<file path="src/rtl/waveform_pkg.sv">
// Shared types and constants for the waveform sequencer: FSM states, one-hot wave codes, buffer depth.
package waveform_pkg;

    typedef enum logic [1:0] {
        ST_IDLE,
        ST_START,
        ST_WAIT,
        ST_PLAY
    } state_t;

    localparam logic [3:0] WAVE_SINE = 4'b0001;
    localparam logic [3:0] WAVE_TRI  = 4'b0010;
    localparam logic [3:0] WAVE_SQR  = 4'b0100;
    localparam logic [3:0] WAVE_FM   = 4'b1000;

    localparam int N_SAMPLES = 256;

    function automatic logic is_onehot4(input logic [3:0] v);
        return (v != 4'b0000) && ((v & (v - 4'd1)) == 4'b0000);
    endfunction

endpackage

</file>
<file path="src/rtl/sample_tick_gen.sv">
// Sample-rate divider: tick pulses on the last of every CLK_DIV enabled cycles, first tick CLK_DIV-1 cycles after en rises.
// No backpressure; dropping en clears the count so the next period starts from zero.
module sample_tick_gen #(
    parameter int CLK_DIV = 1000
) (
    input  logic clk,
    input  logic rst_n,
    input  logic en,
    output logic tick
);

    localparam int CW = (CLK_DIV > 1) ? $clog2(CLK_DIV) : 1;
    localparam logic [CW-1:0] LAST = CW'(CLK_DIV - 1);

    logic [CW-1:0] cnt;

    assign tick = en && (cnt == LAST);

    always_ff @(posedge clk or negedge rst_n) begin
        if (!rst_n) begin
            cnt <= '0;
        end else if (!en || (cnt == LAST)) begin
            cnt <= '0;
        end else begin
            cnt <= cnt + CW'(1);
        end
    end

endmodule

</file>
<file path="src/rtl/waveform_sequencer.sv">
// Sequences the waveform converter and loops its buffer to the DAC; conv_start one cycle after run+pending request,
// first dac_valid CLK_DIV cycles into PLAY. No backpressure: the DAC must accept one sample per CLK_DIV cycles.
module waveform_sequencer #(
    parameter int CLK_DIV   = 1000,
    parameter int TIMEOUT   = 16,
    parameter int N_SAMPLES = 256
) (
    input  logic       clk,
    input  logic       rst_n,
    input  logic       run,
    input  logic [3:0] sw,
    output logic       conv_start,
    output logic [3:0] conv_sel,
    input  logic       conv_rdy,
    output logic [7:0] rd_idx,
    input  logic [7:0] rd_data,
    output logic [7:0] dac_data,
    output logic       dac_valid,
    output logic [3:0] cur_wave,
    output logic       busy,
    output logic       err
);
    import waveform_pkg::*;

    localparam int WW = $clog2(TIMEOUT + 1);
    localparam logic [WW-1:0] WAIT_LAST = WW'(TIMEOUT - 1);
    localparam logic [7:0]    IDX_LAST  = 8'(N_SAMPLES - 1);

    state_t        state;
    logic          pend;
    logic [3:0]    pend_sel;
    logic          buf_valid;
    logic [WW-1:0] wait_cnt;

    logic       req;
    logic       pend_any;
    logic [3:0] next_sel;
    logic       play_en;
    logic       tick;
    logic       last_sample;
    logic       go_start;

    // A request seen this cycle counts as pending, so a change landing on sample 255 is not lost.
    assign req         = is_onehot4(sw) && (sw != cur_wave);
    assign pend_any    = pend || req;
    assign next_sel    = req ? sw : pend_sel;
    assign play_en     = (state == ST_PLAY) && run;
    assign last_sample = tick && (rd_idx == IDX_LAST);
    assign go_start    = run && pend_any &&
                         ((state == ST_IDLE) || ((state == ST_PLAY) && last_sample));

    sample_tick_gen #(.CLK_DIV(CLK_DIV)) u_tick (
        .clk   (clk),
        .rst_n (rst_n),
        .en    (play_en),
        .tick  (tick)
    );

    always_ff @(posedge clk or negedge rst_n) begin
        if (!rst_n) begin
            state      <= ST_IDLE;
            pend       <= 1'b1;
            pend_sel   <= WAVE_SINE;
            cur_wave   <= WAVE_SINE;
            conv_sel   <= WAVE_SINE;
            conv_start <= 1'b0;
            rd_idx     <= '0;
            dac_data   <= '0;
            dac_valid  <= 1'b0;
            busy       <= 1'b0;
            err        <= 1'b0;
            buf_valid  <= 1'b0;
            wait_cnt   <= '0;
        end else begin
            conv_start <= 1'b0;
            dac_valid  <= 1'b0;
            if (req) begin
                pend     <= 1'b1;
                pend_sel <= sw;
            end

            unique case (state)
                ST_IDLE: begin
                    if (run && !pend_any && buf_valid) begin
                        state <= ST_PLAY;
                        busy  <= 1'b1;
                    end
                end
                ST_START: begin
                    state    <= ST_WAIT;
                    wait_cnt <= '0;
                end
                ST_WAIT: begin
                    if (!run) begin
                        // Conversion was abandoned: force a fresh one on the next run.
                        state     <= ST_IDLE;
                        busy      <= 1'b0;
                        pend      <= 1'b1;
                        buf_valid <= 1'b0;
                    end else if (conv_rdy) begin
                        state     <= ST_PLAY;
                        buf_valid <= 1'b1;
                    end else if (wait_cnt == WAIT_LAST) begin
                        state     <= ST_IDLE;
                        busy      <= 1'b0;
                        err       <= 1'b1;
                        buf_valid <= 1'b0;
                    end else begin
                        wait_cnt <= wait_cnt + WW'(1);
                    end
                end
                ST_PLAY: begin
                    if (!run) begin
                        state  <= ST_IDLE;
                        busy   <= 1'b0;
                        rd_idx <= '0;
                    end else if (tick) begin
                        dac_data  <= rd_data;
                        dac_valid <= 1'b1;
                        rd_idx    <= rd_idx + 8'd1;
                    end
                end
                default: state <= ST_IDLE;
            endcase

            if (go_start) begin
                state      <= ST_START;
                busy       <= 1'b1;
                conv_start <= 1'b1;
                conv_sel   <= next_sel;
                cur_wave   <= next_sel;
                pend_sel   <= next_sel;
                pend       <= 1'b0;
                err        <= 1'b0;
            end
        end
    end

endmodule
</file>
<file path="config.mk">
export PLATFORM = sky130hd
export DESIGN_NAME = waveform_sequencer
export DESIGN_NICKNAME = d
export VERILOG_FILES = /design/src/rtl/waveform_pkg.sv /design/src/rtl/sample_tick_gen.sv /design/src/rtl/waveform_sequencer.sv
export SDC_FILE = /design/constraint.sdc
export NUM_CORES = 1
export LEC_CHECK = 0
export CORE_ASPECT_RATIO = 1.75
export CORE_MARGIN = 5
export CORE_UTILIZATION = 47
export DETAILED_ROUTE_END_ITERATION = 6
export HOLD_SLACK_MARGIN = 0.1
export MAX_ROUTING_LAYER = met4
export PLACE_DENSITY = 0.79
export SYNTH_ARGS = -nofsm -noshare
export SYNTH_HDL_FRONTEND = slang
export SYNTH_HIERARCHICAL = 1
export SYNTH_SLANG_ARGS = --single-unit
</file>
<file path="constraint.sdc">
create_clock -name clk -period 3.6 [get_ports clk]
set_clock_uncertainty 0.05 [all_clocks]
set_input_delay 1.08 -clock clk [delete_from_list [all_inputs] [get_ports clk]]
set_output_delay 1.08 -clock clk [all_outputs]
set_load 0.01 [all_outputs]
</file>
== Yosys cells after proc, flatten, opt, wreduce, memory -nomap -nowiden ==
Index checks and enable logic that the tools add are counted.

* Memories: 0
* Input port bits: 16
* Bits in read-only memories: 0
* Flip-flop bits (word level): 47
* Bits in latches: 0
* Output and inout bits: 28
* Logic and storage cells: 103
* RAM bits: 0

* $lt $le $gt $ge: 0
* Reduce and logical (&&, ||, !) cells: 30
* Bitwise operators: 1
* Equality and inequality tests: 18
* Divide/modulo/power cells: 0
* $add $sub $neg: 4
* Multiply operators: 0
* Shift-type cells: 0
* Mux-type cells: 37

{| class="wikitable"
|+ Operators with widths
! operator !! number
|-
| $mux W1 || 21
|-
| $mux W8 || 2
|-
| $mux W5 || 3
|-
| $mux W2 || 6
|-
| $add A10 B1 Y10 const B || 1
|-
| $eq A10 B10 Y1 const B || 1
|-
| $logic_and A1 B1 Y1 || 10
|-
| $mux W10 || 1
|-
| $pmux W5 S2 || 1
|-
| $add A8 B1 Y8 const B || 1
|-
| $eq A8 B8 Y1 const B || 1
|-
| $ne A4 B4 Y1 const B || 2
|-
| $pmux W2 S4 || 1
|-
| $reduce_and A4 Y1 || 2
|-
| $reduce_bool A2 Y1 || 4
|-
| $reduce_bool A4 Y1 || 2
|-
| $ne A2 B2 Y1 const B || 3
|-
| $reduce_and A3 Y1 || 2
|-
| $add A5 B1 Y5 const B || 1
|-
| $eq A5 B4 Y1 const B || 1
|-
| $ne A5 B5 Y1 const B || 1
|-
| $reduce_and A5 Y1 || 1
|-
| $and A4 B4 Y4 || 1
|-
| $eq A2 B2 Y1 const B || 2
|-
| 14 further kinds || 19
|}

== Longest topological paths before layout ==
Gate-level depths: netlist of run 1.

* Depth in word-level cells: 12
* Depth in mapped cells: 11
* Mapped depth without buffers: 11

== By module ==
Netlist of run 1, hierarchy kept.

{| class="wikitable"
|+ Modules (own cells, without submodules)
! module !! area an instance (um2) !! sequential area each (um2) !! times used !! cells an instance
|-
| waveform_sequencer || 1868.0 || 929.6 || 1 || 190
|-
| sample_tick_gen || 523.0 || 250.2 || 1 || 50
|}

== Least setup slack after synthesis of run 1 ==
OpenSTA, ideal clock, no wires.

* Path kind: input to register
* Start point: input port run
* End point: register state[1]
* Buffers on the path: 0
* Stages on the path: 8
* Arrival time: 2.426 ns
* Library setup time: 0.120 ns
* Data required time: 3.430 ns
* Path slack: 1.004 ns
* Cell sequence: and3_1 inv_1 nor2_1 inv_1 nor4_2 o21ai_1 o21bai_4 a31o_2

* Cells in the longest elaborated chain, start to end: 8

{| class="wikitable"
|+ RTL lines
! item !! RTL line !! RTL
|-
| start, declared || waveform_sequencer.sv:10 || <nowiki>input logic run,</nowiki>
|-
| $logic_and A1 B1 Y1 (*) || waveform_sequencer.sv:47 || <nowiki>assign play_en = (state == ST_PLAY) && run;</nowiki>
|-
| $logic_and A1 B1 Y1 (*) || sample_tick_gen.sv:17 || <nowiki>assign tick = en && (cnt == LAST);</nowiki>
|-
| net tick || waveform_sequencer.sv:39 || <nowiki>logic tick;</nowiki>
|-
| $logic_and A1 B1 Y1 (*) || waveform_sequencer.sv:48 || <nowiki>assign last_sample = tick && (rd_idx == IDX_LAST);</nowiki>
|-
| $logic_and A1 B1 Y1 (*) || waveform_sequencer.sv:50 || <nowiki>((state == ST_IDLE) || ((state == ST_PLAY) && last_sample));</nowiki>
|-
| $logic_or A1 B1 Y1 (*) || waveform_sequencer.sv:50 ||
|-
| $logic_and A1 B1 Y1 (*) || waveform_sequencer.sv:49 || <nowiki>assign go_start = run && pend_any &&</nowiki>
|-
| $ne A5 B5 Y1 (no line), or another cell as far along || n/a ||
|-
| $reduce_and A3 Y1 (no line) || n/a ||
|-
| end signal, assigned || waveform_sequencer.sv:61 || <nowiki>state <= ST_IDLE;</nowiki>
|-
| end signal, assigned || waveform_sequencer.sv:85 || <nowiki>state <= ST_PLAY;</nowiki>
|-
| end signal, assigned || waveform_sequencer.sv:90 || <nowiki>state <= ST_WAIT;</nowiki>
|-
| end, declared || waveform_sequencer.sv:29 || <nowiki>state_t state;</nowiki>
|}

Mark *: on every way through the listed nets, which the timed path passes. The rest lies on a longest branch.
A chain may end at the register's enable or synchronous reset.

== Final worst setup path of run 1 ==
* Start point: input port run
* End point: register state[1]

* Cells in the longest elaborated chain, start to end: 8

{| class="wikitable"
|+ RTL lines
! item !! RTL line !! RTL
|-
| $logic_and A1 B1 Y1 (*) || waveform_sequencer.sv:47 ||
|-
| net play_en || waveform_sequencer.sv:38 || <nowiki>logic play_en;</nowiki>
|-
| $logic_and A1 B1 Y1 (*) || sample_tick_gen.sv:17 ||
|-
| net tick || waveform_sequencer.sv:39 ||
|-
| $logic_and A1 B1 Y1 (*) || waveform_sequencer.sv:48 ||
|-
| $logic_and A1 B1 Y1 (*) || waveform_sequencer.sv:50 ||
|-
| $logic_or A1 B1 Y1 (*) || waveform_sequencer.sv:50 ||
|-
| $logic_and A1 B1 Y1 (*) || waveform_sequencer.sv:49 ||
|-
| $ne A5 B5 Y1 (no line), or another cell as far along || n/a ||
|-
| $reduce_and A3 Y1 (no line) || n/a ||
|}

Marks and branches as above.

==> summary.txt, run 1 <==
CTS
  – Clk_lat worst skew: 300 ps
  – TritonCTS Buffers: 5
  – Postcts setup bufs: 0
  – # hold bufs at CTS: 0
  – Deepest clock path buffer count: 2
  – Post-cts resize count: 0
  – CTS tree: done
  – # clock sinks: 47
  – CTS H-tree lvls: 2
  – Clock Pin Slew Worst Setup and Hold Paths: 90 ps
  – Root Driver: clkbuf_8

Timing
  – Worst Tran Pin Value: 1020 ps
  – Rel. slew slack: 0.323
  – Final setup margin: 618 ps
  – Unrepaired setup endpoints after global routing: false
  – Setup-failing EPs final: 0
  – Slew Limit Fails: 0
  – Post-route clock period utilization: 0.828
  – Hold WS: 440 ps
  – F_max: 0.335 GHz
  – Clock period minus worst slack: 2980 ps
  – Endpoints failing hold: 0
  – Setup TNS: 0 ps

Flow run
  – Max-capacitance violation count: 0

Critical path
  – Worst Reg-to-Reg Cells: 10
  – Critical path's top delay family: simple AND/OR/NAND/NOR gates
  – Kind of critical path: input port to flip-flop
  – Type of destination of the critical path: flip-flop
  – CP Depth: 9
  – Top cell by count, worst path: inv_1
  – Worst r2r src: u_tick/cnt[0]$_DFF_PN0_
  – Worst path buffer plus inverter count: 3
  – CP max stage cell: clkdlybuf4s50_1
  – Reg2Reg Setup Slack: 970 ps
  – Critical path launch point type: input port
  – Worst path cell trace: clkdlybuf4s50_1 -> and3_1 -> inv_1 -> nor2_1 -> inv_1 -> nor4_2 -> o21ai_1 -> o21bai_4 -> a31o_2
  – Worst setup path start: run
  – Critical path arrival: 3130 ps
  – Worst path required time: 3740 ps
  – R2R Path End: state[1]$_DFFE_PN0P_
  – Worst Setup EP: state[1]$_DFFE_PN0P_
  – Critical-path maximum fanout: 7
  – Largest stage delay, worst path: 470 ps

GRT
  – Initial antenna violation count: 0
  – Global-route wire length before repair: 8710 um
  – GRT Total Usage: 0.164
  – Total grt overflow: 0
  – Vias in the first global route: 1889
  – Largest net degree at the start of global routing: 48

Final layout
  – Layout Nets: 304
  – Area grow syn2layout: 24.0%
  – Layout cells sized above 1: 0.116
  – Finished Cell Area: 2970 um2
  – # diodes: 0

Routing
  – Vias per cell: 5.61
  – DR iter-0 viols: 25
  – Met2 routed WL: 2650 um
  – DR WL/cell: 14.8 um
  – Router iterations before antenna repair: 4
  – Vias: 1902
  – DRC Markers: 0
  – DRT Wirelength: 5020 um
  – Max layer used: met4
  – Antenna viol nets, final: 0
  – M1 wire length: 2080 um
  – Met3 wire len: 176 um

Placement
  – Routability cong.: 0.810
  – Area post-placement: 2850 um2
  – Port bufs: 43
  – Dpl ws: 313 ps
  – Post-DP HPWL: 3720 um

Logic synthesis
  – Synth async-reset ratio: 1.00
  – Synth top area cells: dfrtp_1 (46%), nand2_1 (6.4%), xor2_1 (4.0%)
  – Syn Nets: 260
  – Seq/Total Area, Yosys: 0.493
  – Netlist cell types: 49
  – Cell taking the most area after synthesis: dfrtp_1
  – Synth Flop Type: dfrtp_1
  – Syn Area/Cell: 9.96 um2
  – Synth Warn #: 6
  – Top cells by count, synth: dfrtp_1 (44), nand2_1 (41), nor2_1 (17)
  – Most frequent cell after synthesis: dfrtp_1
  – Synth Instances: 240
  – EDFF count, synth: 0
  – #FFs+latches synth: 47
  – Synthesized area: 2390 um2
  – Top cell type's share of synthesized area: 0.460

Die
  – FP Rows: 34
  – # IOs: 44
  – Die Ht: 104 um
  – DIE WIDTH: 63.9 um
  – Total core area: 4980 um2
  – Starting density of the core: 0.480
  – Die footprint: 6670 um2

Pwr
  – LEAKAGE: 1.30 nW
  – Worst ir drop on vdd: 0.340 mV
  – Power Density: 526 nW/um2

Min path
  – Tightest Hold Check Type: flip-flop to flip-flop

Status
  – Status: completed
[kinds of logic after synthesis]
group	count (synthesis)	synth area share
muxes	9	0.0419
xor gates and xnor gates	14	0.0513
AOI/OAI and AO/OA	43	0.127
adders and majority gates	4	0.0209
DFF	47	0.493
and+or+nand+nor	106	0.228
buffers and inverters	17	0.0377
[flip-flops by register name, summed over array words and instances (netlist names)]
| register | flops |
|---|---|
| err | 1 |
| state | 2 |
| busy | 1 |
| cur_wave | 4 |
| pend | 1 |
| u_tick/cnt | 10 |
| pend_sel | 4 |
| wait_cnt | 5 |
| dac_data | 8 |
| conv_start | 1 |
| dac_valid | 1 |
| rd_idx | 8 |
| buf_valid | 1 |
[cells in the final DEF (no fill, tap or decap), types with 4 or more instances in the layout]
master	count
a31oi_1	4
and2_1	5
and3_1	5
buf_4	4
clkbuf_8	5
clkdlybuf4s50_1	42
dfrtp_1	44
ha_1	4
inv_1	7
mux2_2	4
mux2i_1	4
nand2_1	41
nand3_1	13
nand4_1	4
nor2_1	17
o21ai_0	16
o2bb2ai_1	4
xor2_1	11
[worst min path at each step]
stage / from / end / slack [ps] / cells after the start
2_1_floorplan: wait_cnt[4]$_DFFE_PN0P_ / wait_cnt[4]$_DFFE_PN0P_ / 420 / 2
3_3_place_gp: dac_data[7]$_DFFE_PN0P_ / dac_data[7]$_DFFE_PN0P_ / 410 / 2
3_5_place_dp: dac_data[6]$_DFFE_PN0P_ / dac_data[6]$_DFFE_PN0P_ / 420 / 2
4_1_cts: dac_data[6]$_DFFE_PN0P_ / dac_data[6]$_DFFE_PN0P_ / 450 / 2
5_1_grt: dac_data[3]$_DFFE_PN0P_ / dac_data[3]$_DFFE_PN0P_ / 470 / 2
6_report: dac_data[3]$_DFFE_PN0P_ / dac_data[3]$_DFFE_PN0P_ / 440 / 2
[through the flow]
stage	total power [mW]	utilization	instances
after detailed placement	1.19	0.573	331
final	1.56	0.596	339
after global placement	1.17	0.573	331
after floorplan	1.02	-	240
after CTS	1.58	0.596	339
after global routing	1.66	0.596	339
[power breakdown]
part           internal [mW]  total, mW  switching (mW)
combinational          0.239      0.436           0.197
sequential             0.617      0.730           0.113
clock                  0.209      0.393           0.184
total                   1.07       1.56           0.494
[per-layer routing]
layer | vias up | GRT usage
li1 | 930 | -
met1 | 920 | 0.184
met2 | 44 | 0.279
met3 | 8 | 0.0281
met4 | 0 | 0.0684
met5 | - | -
[worst min-delay path: stages (launching register included)]
cell	delay, ps
dfrtp_1	360
nand2_1	50
nand2_1	50
[layout make-up]
class                   count  area (um2)
clock buffers               5        68.8
flip-flops and latches     47        1180
multi-input cells         176        1120
repair buffers             47         455
inverters                   7        26.3
fillers                   415        2010
clock inverters             3        46.3
well taps                  54        67.6
Power figures use the tool's default switching activity.
==> run 2, diff against run 1 <==
Clock period 3.6 ns to 2.99 ns, I/O delays scaled along.
==> summary.txt, run 2 (synthesis results as in run 1) <==
Status
  – Status: completed

Timing
  – Clock period minus worst slack: 2500 ps
  – Unrepaired setup endpoints after global routing: false
  – Rel. slew slack: 0.614
  – F_max: 0.400 GHz
  – Final setup margin: 493 ps
  – Setup TNS: 0 ps
  – Post-route clock period utilization: 0.835
  – Slew Limit Fails: 0
  – Hold WS: 438 ps
  – Worst Tran Pin Value: 579 ps
  – Setup-failing EPs final: 0
  – Endpoints failing hold: 0

Critical path
  – Critical-path maximum fanout: 7
  – Critical path launch point type: input port
  – Worst path required time: 3140 ps
  – Critical path arrival: 2640 ps
  – Kind of critical path: input port to flip-flop
  – CP max stage cell: clkdlybuf4s50_1
  – Largest stage delay, worst path: 470 ps
  – Worst Reg-to-Reg Cells: 10
  – Top cell by count, worst path: inv_1
  – Type of destination of the critical path: flip-flop
  – Worst path cell trace: clkdlybuf4s50_1 -> and3_1 -> inv_1 -> nor2_1 -> inv_1 -> nor4_2 -> o21ai_1 -> o21bai_4 -> a31o_2

CTS
  – Clk_lat worst skew: 300 ps
  – CTS H-tree lvls: 2
  – # clock sinks: 47
  – Post-cts resize count: 0
  – Root Driver: clkbuf_8
  – # hold bufs at CTS: 0
  – TritonCTS Buffers: 5
  – CTS tree: done
  – Postcts setup bufs: 0
  – Clock Pin Slew Worst Setup and Hold Paths: 90 ps
  – Deepest clock path buffer count: 2

Routing
  – Vias per cell: 5.63
  – Vias: 1930
  – DRT Wirelength: 4980 um
  – Router iterations before antenna repair: 4
  – DR iter-0 viols: 20
  – DR WL/cell: 14.5 um
  – Antenna viol nets, final: 0
  – DRC Markers: 0

Pwr
  – Net Sw Frac: 0.313
  – Sequential share of power: 0.471
  – Worst ir drop on vdd: 0.397 mV
  – Combinational fraction of design power: 0.291
  – Power Density: 629 nW/um2
  – Int Power: 1.29 mW
  – Sw Pwr: 0.589 mW
  – Clock power frac: 0.238
  – Overall power: 1.88 mW
  – LEAKAGE: 1.32 nW

GRT
  – Largest net degree at the start of global routing: 48
  – Vias in the first global route: 1873
  – Total grt overflow: 0
  – Global-route wire length before repair: 8340 um
  – Initial antenna violation count: 0
  – GRT Total Usage: 0.157

Die
  – Total core area: 4980 um2
  – Die Ht: 104 um
  – DIE WIDTH: 63.9 um
  – # IOs: 44
  – Starting density of the core: 0.480
  – Die footprint: 6670 um2
  – FP Rows: 34

Final layout
  – # fillers: 418
  – Number of flip-flops in the largest register: 10
  – Largest regs: u_tick/cnt x10, dac_data x8, rd_idx x8
  – # diodes: 0
  – Commonest non-fill, non-tap cell in the layout: dfrtp_1
  – Layout Utilization: 0.601
  – Commonest cells after routing, fill and taps aside: dfrtp_1 (44), clkdlybuf4s50_1 (42), nand2_1 (41)
  – Area grow syn2layout: 25.1%
  – Layout Nets: 309
  – Largest Register: u_tick/cnt
  – Layout cells sized above 1: 0.125

Placement
  – Post-DP HPWL: 3630 um
  – Routability cong.: 0.797
  – Dpl ws: 163 ps
  – Port bufs: 43

Min path
  – Worst hold path stage count: 2
  – Tightest Hold Check Type: flip-flop to flip-flop

Flow run
  – Max-capacitance violation count: 0
[run 2: cell types whose count changed in the layout (fill, tap and decap cells not counted), sizes merged]
cell,before,now
buf,5,10
clkbuf,5,6
clkinvlp,1,0
inv,8,7
[run 2: per-stage QoR]
step	cells	cell area [um2]
finish	343	2990
global route	343	2990
CTS	343	2990
detailed placement	336	2890
global placement	336	2890
floorplan	240	2390
[run 2: critical path, delay by kind of cell]
family,cells,cell delay [ps]
AND/OR/NAND/NOR,3,610
buffers and inverters,3,610
AO/OA/AOI/OAI,3,540
[run 2: worst paths after layout]
path                                         start                 endpoint  slack [ps]
setup / recovery                               run     state[1]$_DFFE_PN0P_         490
hold / removal             dac_data[6]$_DFFE_PN0P_  dac_data[6]$_DFFE_PN0P_         440
setup reg to reg           u_tick/cnt[0]$_DFF_PN0_     state[1]$_DFFE_PN0P_         520
hold reg to reg            dac_data[6]$_DFFE_PN0P_  dac_data[6]$_DFFE_PN0P_         440
max in group asynchronous                    rst_n  u_tick/cnt[5]$_DFF_PN0_        1870
min in group asynchronous                    rst_n    rd_idx[0]$_DFFE_PN0P_         620
[run 2: final cells by class]
type / instances / area, um2 / area share
clock inverters: 1 / 30.0 / 0.0100
clock buffers: 6 / 72.6 / 0.0243
inverters: 7 / 26.3 / 0.00879
multi-input cells: 176 / 1120 / 0.375
flip-flops and latches: 47 / 1180 / 0.395
well taps: 54 / 67.6 / 0.0226
repair buffers: 52 / 493 / 0.165
[run 2: layer usage]
| layer | share of wire | wire length (um) | GRT usage |
|---|---|---|---|
| met5 | 0 | 0 | - |
| met4 | 0.015 | 75 | 0.0639 |
| met3 | 0.038 | 187 | 0.0249 |
| met2 | 0.52 | 2610 | 0.268 |
| met1 | 0.42 | 2100 | 0.179 |
[run 2: power groups by stage]
stage | combinational, mW | clock [mW] | sequential (mW)
final | 0.547 | 0.448 | 0.884
after floorplan | 0.372 | 0 | 0.850
after CTS | 0.554 | 0.458 | 0.881
after global routing | 0.594 | 0.479 | 0.902
after detailed placement | 0.551 | 0 | 0.894
after global placement | 0.540 | 0 | 0.889
